[src/rtl/seg7_scan_decoder.sv]
// seg7_scan_decoder
// Reads back a multiplexed 7-segment display bus (anode strobes plus segment
// lines) and recovers the BCD value shown on each digit slot. A slot is only
// captured once the bus has held one value for STABLE_CYCLES unchanged
// synchronised samples with exactly one anode asserted. Each slot carries a
// valid flag (cleared by a stale timeout), an illegal-pattern flag and its
// decoded nibble.
//
// Ports
//   clk          system clock, rising edge
//   rst_n        asynchronous active-low reset
//   an           anode strobes, bit i selects digit slot i
//   seg          segment lines, bit0=a .. bit6=g, bit7=dp
//   number_out   decoded BCD, slot i in bits [4i+3:4i] (4'hF after a bad code)
//   digit_valid  slot holds a legal capture that has not gone stale
//   code_err     last capture of the slot was an illegal pattern
//   update       one-cycle pulse on every capture
//   update_idx   slot written by the current update (0 when no update)
module seg7_scan_decoder #(
  parameter int NUM_DIGITS     = 4,
  parameter int STABLE_CYCLES  = 4,
  parameter int TIMEOUT_CYCLES = 2000000,
  parameter bit AN_ACTIVE_LOW  = 1'b1,
  parameter bit SEG_ACTIVE_LOW = 1'b0,
  localparam int IDX_W = (NUM_DIGITS > 1) ? $clog2(NUM_DIGITS) : 1
) (
  input  logic                    clk,
  input  logic                    rst_n,
  input  logic [NUM_DIGITS-1:0]   an,
  input  logic [7:0]              seg,
  output logic [4*NUM_DIGITS-1:0] number_out,
  output logic [NUM_DIGITS-1:0]   digit_valid,
  output logic [NUM_DIGITS-1:0]   code_err,
  output logic                    update,
  output logic [IDX_W-1:0]        update_idx
);

  localparam int CNT_W = (STABLE_CYCLES > 1) ? $clog2(STABLE_CYCLES + 1) : 1;
  localparam int TMO_W = $clog2(TIMEOUT_CYCLES + 1);

  // Raw pin level of a bus with no anode selected and no segment driven.
  localparam logic [NUM_DIGITS-1:0] AN_IDLE = {NUM_DIGITS{AN_ACTIVE_LOW}};

  typedef enum logic [1:0] {
    ST_IDLE,
    ST_SETTLE,
    ST_CAPTURED
  } state_t;

  // Returns {legal, value}; anything outside the ten digit glyphs, or any
  // pattern with the decimal point lit, is illegal and reads as 4'hF.
  function automatic logic [4:0] decode_seg(input logic [7:0] s);
    logic [4:0] r;
    case (s[6:0])
      7'h3F:   r = {1'b1, 4'd0};
      7'h06:   r = {1'b1, 4'd1};
      7'h5B:   r = {1'b1, 4'd2};
      7'h4F:   r = {1'b1, 4'd3};
      7'h66:   r = {1'b1, 4'd4};
      7'h6D:   r = {1'b1, 4'd5};
      7'h7D:   r = {1'b1, 4'd6};
      7'h07:   r = {1'b1, 4'd7};
      7'h7F:   r = {1'b1, 4'd8};
      7'h67:   r = {1'b1, 4'd9};
      default: r = {1'b0, 4'hF};
    endcase
    if (s[7]) begin
      r = {1'b0, 4'hF};
    end
    return r;
  endfunction

  // Position of the set bit; only meaningful when the input is one-hot.
  function automatic logic [IDX_W-1:0] onehot_index(input logic [NUM_DIGITS-1:0] v);
    logic [IDX_W-1:0] idx;
    idx = '0;
    for (int i = 0; i < NUM_DIGITS; i++) begin
      if (v[i]) begin
        idx = IDX_W'(i);
      end
    end
    return idx;
  endfunction

  logic [NUM_DIGITS-1:0] an_p0, an_p1, an_p2;
  logic [7:0]            seg_p0, seg_p1, seg_p2;

  logic [NUM_DIGITS-1:0] a_act;
  logic [7:0]            s_act;
  logic                  changed;
  logic                  a_onehot;

  state_t                state, state_nxt;
  logic [CNT_W-1:0]      cnt, cnt_nxt;
  logic                  capture;
  logic [IDX_W-1:0]      cap_idx;
  logic [4:0]            cap_code;

  logic [TMO_W-1:0]      tmo_cnt [NUM_DIGITS];

  // ---- stage p0/p1: two-flop synchronisers; p2: previous settled sample ----
  always_ff @(posedge clk or negedge rst_n) begin
    if (!rst_n) begin
      an_p0  <= AN_IDLE;
      an_p1  <= AN_IDLE;
      an_p2  <= AN_IDLE;
      seg_p0 <= '0;
      seg_p1 <= '0;
      seg_p2 <= '0;
    end else begin
      an_p0  <= an;
      an_p1  <= an_p0;
      an_p2  <= an_p1;
      seg_p0 <= seg;
      seg_p1 <= seg_p0;
      seg_p2 <= seg_p1;
    end
  end

  // Change detection works on raw levels; polarity only matters for decode.
  assign a_act    = an_p1 ^ {NUM_DIGITS{AN_ACTIVE_LOW}};
  assign s_act    = seg_p1 ^ {8{SEG_ACTIVE_LOW}};
  assign changed  = (an_p1 != an_p2) || (seg_p1 != seg_p2);
  assign a_onehot = (a_act != '0) && ((a_act & (a_act - NUM_DIGITS'(1))) == '0);

  assign cap_idx  = onehot_index(a_act);
  assign cap_code = decode_seg(s_act);

  // ---- settle FSM: decides the capture cycle from the p1/p2 samples ----
  always_ff @(posedge clk or negedge rst_n) begin
    if (!rst_n) begin
      state <= ST_IDLE;
      cnt   <= '0;
    end else begin
      state <= state_nxt;
      cnt   <= cnt_nxt;
    end
  end

  always_comb begin
    state_nxt = state;
    cnt_nxt   = cnt;
    capture   = 1'b0;
    if (changed) begin
      // Any change restarts the dwell; a new one-hot slot starts counting
      // from 1 so a mid-settle anode switch never yields a partial capture.
      if (a_onehot) begin
        state_nxt = ST_SETTLE;
        cnt_nxt   = CNT_W'(1);
      end else begin
        state_nxt = ST_IDLE;
        cnt_nxt   = '0;
      end
    end else begin
      case (state)
        ST_SETTLE: begin
          if (cnt == CNT_W'(STABLE_CYCLES)) begin
            capture   = 1'b1;
            state_nxt = ST_CAPTURED;
          end else begin
            cnt_nxt = cnt + CNT_W'(1);
          end
        end
        ST_CAPTURED: state_nxt = ST_CAPTURED;
        default:     state_nxt = ST_IDLE;
      endcase
    end
  end

  // ---- output stage: per-slot capture registers and stale timeout ----
  always_ff @(posedge clk or negedge rst_n) begin
    if (!rst_n) begin
      number_out  <= '0;
      digit_valid <= '0;
      code_err    <= '0;
      update      <= 1'b0;
      update_idx  <= '0;
      for (int i = 0; i < NUM_DIGITS; i++) begin
        tmo_cnt[i] <= '0;
      end
    end else begin
      update     <= capture;
      update_idx <= capture ? cap_idx : '0;
      for (int i = 0; i < NUM_DIGITS; i++) begin
        // A capture into this slot takes priority over its timeout.
        if (capture && (cap_idx == IDX_W'(i))) begin
          number_out[4*i +: 4] <= cap_code[3:0];
          digit_valid[i]       <= cap_code[4];
          code_err[i]          <= ~cap_code[4];
          tmo_cnt[i]           <= '0;
        end else begin
          if (tmo_cnt[i] != TMO_W'(TIMEOUT_CYCLES)) begin
            tmo_cnt[i] <= tmo_cnt[i] + TMO_W'(1);
          end
          // Valid drops on the same edge the counter reaches the limit;
          // the nibble and error flag keep the last capture.
          if (tmo_cnt[i] >= TMO_W'(TIMEOUT_CYCLES - 1)) begin
            digit_valid[i] <= 1'b0;
          end
        end
      end
    end
  end

endmodule

[config.mk]
export PLATFORM = sky130hd
export DESIGN_NAME = seg7_scan_decoder
export DESIGN_NICKNAME = d
export VERILOG_FILES = /design/src/rtl/seg7_scan_decoder.sv
export SDC_FILE = /design/constraint.sdc
export NUM_CORES = 1
export LEC_CHECK = 0
export CAP_MARGIN = 20
export CORE_MARGIN = 3
export CORE_UTILIZATION = 40
export CTS_CLUSTER_DIAMETER = 150
export DETAILED_ROUTE_END_ITERATION = 6
export PLACE_DENSITY = 0.64
export SLEW_MARGIN = 20
export SYNTH_ARGS = -nofsm -noshare
export SYNTH_HDL_FRONTEND = slang
export SYNTH_SLANG_ARGS = --single-unit
[constraint.sdc]
create_clock -name clk -period 8.25 [get_ports clk]
set_clock_uncertainty 0.15 [all_clocks]
set_input_delay 1.65 -clock clk [delete_from_list [all_inputs] [get_ports clk]]
set_output_delay 1.65 -clock clk [all_outputs]
set_load 0.03 [all_outputs]
Word level (Yosys, flattened, before mapping)
Cells that the tools add are included.
{"block": "classes", "addsub": 6, "order_cmp": 4, "eq_ne": 24, "n_mux": 33, "bitwise_logic": 3, "reduce_logical": 19}
{"operator": "two-way mux 21 bit", "count": 8}
{"operator": "adder 21 x 1 -> 21 bit, second input constant", "count": 4}
{"operator": "greater-or-equal comparator 21 bit, second input constant", "count": 4}
{"operator": "inequality test 21 bit, second input constant", "count": 4}
{"operator": "case mux 5 bit (10 select lines)", "count": 1}
{"operator": "equality test 7 bit, second input constant", "count": 7}
{"operator": "nonzero test 2 bit", "count": 9}
{"operator": "equality test 7 x 3 -> 1 bit, second input constant", "count": 2}
{"operator": "two-way mux 1 bit", "count": 14}
{"operator": "two-way mux 2 bit", "count": 5}
{"operator": "two-way mux 3 bit", "count": 3}
{"operator": "inequality test 8 bit", "count": 1}
{"operator": "equality test 7 x 6 -> 1 bit, second input constant", "count": 1}
{"operator": "equality test 2 bit, second input constant", "count": 3}
{"operator": "logical AND 1 bit", "count": 5}
{"operator": "two-way mux 5 bit", "count": 1}
{"operator": "bitwise AND 4 bit", "count": 1}
{"operator": "equality test 2 x 1 -> 1 bit, second input constant", "count": 2}
{"operator": "logical NOT 4 bit", "count": 1}
{"operator": "inequality test 4 bit", "count": 1}
{"operator": "NOT 4 bit", "count": 1}
{"operator": "case mux 2 bit (2 select lines)", "count": 1}
{"operator": "nonzero test 4 bit", "count": 1}
{"operator": "subtractor 4 x 1 -> 4 bit, second input constant", "count": 1}
{"operator": "other kinds (8)", "count": 8}
{"block": "word_totals", "regBits": 152, "input_bits": 14, "output_inout_bits": 27, "word_cells": 115}

Longest topological paths before layout
Gate-level depths: netlist (run 1).
{"block": "depth", "depth_word": 7, "mapped_depth": 8, "ltp_nobuf": 7}

Worst setup path after synthesis (run 1)
OpenSTA, ideal clock, no wires.
{"block": "synth_timing", "kind": "reg2reg", "from": "register an_p1[2]", "to": "register code_err[1]", "setup_ns": 0.125, "arrival_ns": 2.360, "required_ns": 7.975, "setup_slack_ns": 5.615, "path_stages_with_launch": 8, "n_path_buf": 2, "period_less_slack_ns": 2.635, "path_cell_list": "dfstp_2 > buf_2 > xnor2_1 > nand4_1 > or3_1 > buf_4 > nor4_4 > mux2_2"}
{"block": "synth_via", "elab_chain_cells": 5, "elab_cells_between_ends": 8, "classes_between": "eq/ne: 2; mux: 3; bitwise: 1; reduce/logical: 2"}
{"element": "start, declared", "line": "85", "rtl": "logic [NUM_DIGITS-1:0] an_p0, an_p1, an_p2;"}
{"element": "start signal, assigned", "line": "112", "rtl": "an_p1 <= an_p0;"}
{"element": "NOT 4 bit (no line)"}
{"element": "two-way mux 2 bit (2 in series)", "line": "78", "rtl": "if (v[i]) begin"}
{"element": "equality test 2 x 1 -> 1 bit", "line": "186", "rtl": "if (capture && (cap_idx == IDX_W'(i))) begin"}
{"element": "logical AND 1 bit *", "line": "186"}
{"element": "end signal, assigned by index", "line": "189", "rtl": "code_err[i] <= ~cap_code[4];"}
{"element": "end, declared", "line": "33", "rtl": "output logic [NUM_DIGITS-1:0] code_err,"}
Mark *: on every way between the ends. The rest lies on a longest branch, timed or not.
A chain may end at the register's enable or synchronous reset.

Worst setup path in the final report (run 1)
{"block": "layout_timing", "from": "register number_out[7]", "to": "output number_out[7]"}
{"element": "start, declared", "line": "31", "rtl": "output logic [4*NUM_DIGITS-1:0] number_out,"}
{"element": "start signal, assigned by index", "line": "187", "rtl": "number_out[4*i +: 4] <= cap_code[3:0];"}
No word-level cell between the ends.

==> qor.csv, run 1 <==
metric,value,unit
status,finished clean,
coreArea,17300,µm²
fin_setup_tns,0,ns
grt_use_total,15.4,%
wl,13900,µm
clk_pin_slew_worst_paths,0.06,ns
fmax,307,MHz
ant_nets,0,
postCtsHoldBufs,0,
worst_pin_slew,0.975,ns
first_global_vias,5017,
fin_area,8310,µm²
cts_root_buf,clkbuf_16,
start_util,41.0,%
crit_fanout,2,
cp_data_arrival_time,1.46,ns
slew_violations,0,
r2r-start,an_p1[3],
finalNonFillerCells,956,
gr-total-overflow,0,
hold_path_class,register to register,
ir_worst_vdd,0.125,mV
boundaryPins,41,
syn_area_per_cell,10.5,µm²
synth_seq_cells,152,
cap_violations,0,
fp.dieArea,19400,µm²
wl_per_cell,14.5,µm
yosys_warnings,0,
path_class,register to output pin,
dpl.cell_count,924,
reg2reg_to,code_err[1],
synthesis.area,7090,µm²
port_buffers,40,
cts-buffers-inserted,17,
crit_required,6.45,ns
rsz0062_at_grt,false,
grt_pass1_wl,24400,µm
synth_top_area_share,49.4,%
synth_cell_types,53,
synth_most_common_cell,dfrtp_1,
drive_above_1_share,9.85,%
worst_hold_slack,0.190,ns
gp_congestion,0.805,
syn_inst,677,
cts-htree-levels,4,
finalPower,1.59,mW
synth_edf_count,0,
n_antenna_cell,0,
fin_crit_sh,39.5,%
max_stage_delay,0.68,ns
holdPathEnd,s_act[2],
end_kind,output pin,
via_per_inst,5.16,
antenna_found_initial,0,
clk_latency,0.42,ns
dr.pass1.iters,4,
p_leak,3.55,nW
crit_buf_inv,1,
hold_depth,0,
fillerInstances,1562,
drtIter0Drc,355,
hpwl,9480,µm
setup_violations,0,
crit_family,buffers and inverters,
placementRows,48,
ff2ff_path_depth,6,
synthTopCellsByCount,"140 x dfrtp_1, 103 x nor2_1, 49 x xnor2_1",
cts_buffer_depth,2,
drc_errors,0,
slew_headroom,34.4,%
nNetsFinal,743,
synth_top_area_cell,dfrtp_1,
fin_crit,3.26,ns
grt_max_degree,90,
finalHoldViolCount,0,
critPathSlowestCell,clkdlybuf4s50_1,
clock_sinks,152,
dpl_cell_area,7690,µm²
hp-start,seg_p0[2],
worst_setup_path_start_kind,register,
async_reset_ff_share,100,%
post_cts_buffers,0,
dieWidth,139,µm
vias,4930,
powerDensity,191,nW/µm²
rrSetupSlack,5.34,ns
seq_area_frac_synth,53.9,%
synth_nets,702,
pre_cts_ws,4.94,ns
ctsResizeCount,0,
setup_ws,4.99,ns
synthTopCellsByArea,"dfrtp_1 49%, xnor2_1 6.1%, nor2_1 5.5%",
cts_tree,built,
yosys_most_used_dff,dfrtp_1,
path_cells,clkdlybuf4s50_1,
post-route-util,48.0,%
syn_to_final_growth,17.3,%
die_y,139,µm
flip-flops by register name, summed over array words and instances, names as in the netlist:
signal / flops
tmo_cnt: 84
number_out: 16
s_act: 8
seg_p0: 8
seg_p2: 8
an_p0: 4
an_p1: 4
an_p2: 4
code_err: 4
digit_valid: 4
cnt: 3
state: 2
update_idx: 2
update: 1
report_power, final:
| part | switching, mW | internal [mW] | total, mW |
|---|---|---|---|
| clock | 0.296 | 0.482 | 0.778 |
| sequential | 0.0101 | 0.758 | 0.768 |
| combinational | 0.0262 | 0.0156 | 0.0417 |
| total | 0.332 | 1.26 | 1.59 |
how the worst max path moves through the flow:
stage / start / end / slack, ns / cells past startpoint
2_1_floorplan: an_p1[2] / code_err[1] / 5.62 / 7
3_3_place_gp: rst_n / seg_p2[3] / 5.01 / 2
3_5_place_dp: rst_n / cnt[2] / 4.94 / 2
4_1_cts: digit_valid[2] / digit_valid[2] / 4.96 / 1
5_1_grt: number_out[7] / number_out[7] / 4.93 / 1
6_report: number_out[7] / number_out[7] / 4.99 / 1
cell usage in the layout, fill, tap and decap left out, types with 3 or more instances in the layout:
| cell | synthesis | final |
|---|---|---|
| a211oi_1 | 4 | 4 |
| a21oi_1 | 17 | 17 |
| and3_1 | 13 | 13 |
| and4_1 | 6 | 6 |
| buf_4 | 3 | 5 |
| clkbuf_16 | 0 | 22 |
| clkdlybuf4s50_1 | 0 | 39 |
| clkinv_2 | 0 | 4 |
| dfrtp_1 | 140 | 140 |
| dfstp_2 | 12 | 12 |
| ha_1 | 11 | 11 |
| inv_1 | 29 | 29 |
| mux2_2 | 11 | 11 |
| mux2i_1 | 14 | 14 |
| nand2_1 | 39 | 39 |
| nand2b_1 | 4 | 4 |
| nand3_1 | 40 | 40 |
| nand3b_1 | 3 | 3 |
| nand4_1 | 20 | 20 |
| nor2_1 | 103 | 103 |
| nor3_1 | 23 | 23 |
| nor4_1 | 13 | 13 |
| nor4_4 | 3 | 3 |
| nor4b_1 | 4 | 4 |
| nor4bb_1 | 3 | 3 |
| o211ai_1 | 3 | 3 |
| o21ai_0 | 13 | 12 |
| or2_2 | 4 | 4 |
| or3_1 | 6 | 6 |
| or3b_2 | 3 | 3 |
| xnor2_1 | 49 | 49 |
| xor2_1 | 42 | 42 |
cell families (layout without fill, tap and decap cells):
group                      after synthesis  in the layout  synth area share, %
and+or+nand+nor                        297            297                 21.7
buffers and inverters                   52            106                 3.20
xor gates and xnor gates                91             91                 11.2
DFF                                    152            152                 53.9
adders and majority gates               11             11                 1.94
muxes                                   25             25                 3.73
AOI/OAI and AO/OA                       49             49                 4.29
per-layer routing:
metal	GRT usage, %	share of wire (%)
met5	0	0
met4	5.10	1.6
met3	4.55	4.7
met2	23.9	47
met1	20.8	47
final cells by class:
type                            count  area (µm²)  share of cell area (%)
Clock inverter                      8        52.6                   0.632
Clock buffer                       24         568                    6.84
Tap cell                          225         282                    3.39
Sequential cell                   152        3820                    45.9
Timing Repair Buffer               45         439                    5.28
Inverter                           29         109                    1.31
Multi-Input combinational cell    473        3040                    36.6
(Power assumes the default switching activity.)
==> run 2: changes to the inputs <==
clock period = 3.2 ns   (was 8.25 ns; I/O delays follow)
==> qor.csv, run 2 (same netlist as run 1, synthesis figures left out) <==
metric,value,unit,change
status,finished clean,,unchanged
wl_per_cell,15.1,µm,was 14.5 µm
via_per_inst,5.22,,was 5.16
critPathSlowestCell,dfstp_2,,was clkdlybuf4s50_1
hold_path_class,primary input to asynchronous set/reset pin,,was register to register
first_global_vias,5071,,was 5017
path_class,register to register,,was register to output pin
p_leak,3.61,nW,was 3.55 nW
drc_errors,0,,unchanged
clk_pin_slew_worst_paths,0.06,ns,about the same
rrSetupSlack,0.40,ns,was 5.34 ns
crit_fanout,27,,was 2
finalNonFillerCells,962,,was 956
dieWidth,139,µm,unchanged
fp.dieArea,19400,µm²,unchanged
crit_family,simple AND/OR/NAND/NOR gates,,was buffers and inverters
cts_root_buf,clkbuf_16,,unchanged
path_cells,"xnor2_1, nand4_1, or3_1, nor4_4, buf_12, mux2_2",,was clkdlybuf4s50_1
wl_met3,484,µm,was 654 µm
clk_latency,0.42,ns,about the same
boundaryPins,41,,unchanged
cp_data_arrival_time,2.96,ns,was 1.46 ns
postCtsHoldBufs,0,,unchanged
port_buffers,40,,unchanged
worst_pin_slew,0.795,ns,was 0.975 ns
grt_max_degree,74,,was 90
cts-htree-levels,4,,unchanged
n_antenna_cell,0,,unchanged
worst_setup_path_start_kind,register,,unchanged
gp_congestion,0.832,,was 0.805
crit_buf_inv,1,,unchanged
ant_nets,0,,unchanged
swShare,19.8,%,was 20.9%
power.share.sequential,46.7,%,was 48.4%
gr-total-overflow,0,,unchanged
top_register,tmo_cnt,,unchanged
dr.pass1.iters,5,,was 4
drive_above_1_share,10.4,%,was 9.85%
powerDensity,505,nW/µm²,was 191 nW/µm²
fmax,357,MHz,
cts-buffers-inserted,17,,unchanged
setup_violations,0,,unchanged
final_common_cell,dfrtp_1,,unchanged
wl_met1,6850,µm,was 6450 µm
cts_tree,built,,unchanged
grt_use_total,15.6,%,was 15.4%
fin_crit_sh,87.6,%,
ctsResizeCount,0,,unchanged
cts_buffer_depth,2,,unchanged
rsz0062_at_grt,false,,unchanged
post_cts_buffers,0,,unchanged
hpwl,9980,µm,was 9480 µm
drtIter0Drc,249,,was 355
antenna_found_initial,0,,unchanged
fin_setup_tns,0,ns,unchanged
nNetsFinal,749,,was 743
placementRows,48,,unchanged
die_y,139,µm,unchanged
ir_worst_vdd,0.357,mV,was 0.125 mV
reg_top3,"tmo_cnt (84), number_out (16)",,unchanged
finalHoldViolCount,0,,unchanged
p_int,3.40,mW,was 1.26 mW
dpl.cell_count,930,,was 924
fin_crit,2.80,ns,
grt_pass1_wl,24900,µm,was 24400 µm
wl,14500,µm,was 13900 µm
syn_to_final_growth,18.6,%,was 17.3%
r2r-start,an_p1[3],,unchanged
power.switching,0.840,mW,was 0.332 mW
layout_common_cells,"140 x dfrtp_1, 103 x nor2_1, 49 x xnor2_1, 42 x xor2_1, 40 x nand3_1",,unchanged
combPwrFrac,2.6,%,about the same
slew_violations,0,,unchanged
reg2reg_to,number_out[3],,was code_err[1]
coreArea,17300,µm²,unchanged
routed-wl-met2,6950,µm,was 6540 µm
cap_violations,0,,unchanged
top_layer,met4,,unchanged
pwr-share-clk,50.7,%,was 49.0%
largest_reg_flops,84,,unchanged
clock_sinks,152,,unchanged
crit_required,3.35,ns,was 6.45 ns
ff2ff_path_depth,6,,unchanged
end_kind,register,,was output pin
start_util,41.0,%,unchanged
slew_headroom,46.5,%,was 34.4%
vias,5018,,was 4930
max_stage_delay,0.63,ns,was 0.68 ns
## run 2: cell count changes in the layout (fill, tap and decap cells not counted), sizes merged
cell,delta
buf,+6
bufinv,+4
clkinv,-2
clkinvlp,-2
## run 2: stage by stage
stage | util, % | setup WS [ns] | hold WS [ns] | area (µm²) | power, mW
6_report | 48.6 | 0.396 | 0.0706 | 8400 | 4.24
5_1_grt | 48.6 | 0.193 | 0.127 | 8400 | 4.40
4_1_cts | 48.6 | 0.385 | 0.0940 | 8400 | 4.30
3_5_place_dp | 44.9 | 0.404 | 0.186 | 7760 | 2.13
3_3_place_gp | 44.9 | 0.466 | 0.186 | 7760 | 2.13
2_1_floorplan | - | 0.565 | 0.181 | 7090 | 2.06
## run 2: area by class of cell
type                            instances  area [µm²]
Tap cell                              225         282
Clock buffer                           24         502
Inverter                               29         109
Timing Repair Buffer                   51         509
Multi-Input combinational cell        473        3040
Clock inverter                          8         140
Sequential cell                       152        3820
Fill cell                            1533        8890
## run 2: how the worst max path moves through the flow
| stage | from | cells past startpoint | slack [ns] | endpoint |
|---|---|---|---|---|
| after detailed placement | an_p1[3] | 6 | 0.40 | number_out[8] |
| after CTS | an_p1[3] | 6 | 0.38 | number_out[3] |
| after floorplan | an_p1[2] | 7 | 0.57 | code_err[1] |
| after global routing | s_act[5] | 6 | 0.19 | number_out[8] |
| final | an_p1[3] | 6 | 0.40 | number_out[3] |
| after global placement | an_p1[3] | 6 | 0.47 | code_err[0] |
## run 2: worst reg2reg max path: stages (launching register included)
cell and delay [ns]:
dfstp_2 0.63, xnor2_1 0.14, nand4_1 0.17, or3_1 0.62, nor4_4 0.39, buf_12 0.22
mux2_2 0.36
## run 2: power by group through the flow
stage	clock (mW)	combinational, mW	sequential (mW)
after floorplan	0	0.0586	2.00
after global placement	0	0.111	2.01
after detailed placement	0	0.113	2.02
after CTS	2.20	0.114	1.98
after global routing	2.29	0.126	1.98
final	2.15	0.110	1.98
## run 2: layer usage
| layer | up-vias | global-route usage (%) |
|---|---|---|
| met4 | 0 | 6.02 |
| met2 | 94 | 25.0 |
| li1 | 2408 | - |
| met5 | - | 0 |
| met3 | 19 | 3.07 |
| met1 | 2497 | 21.1 |
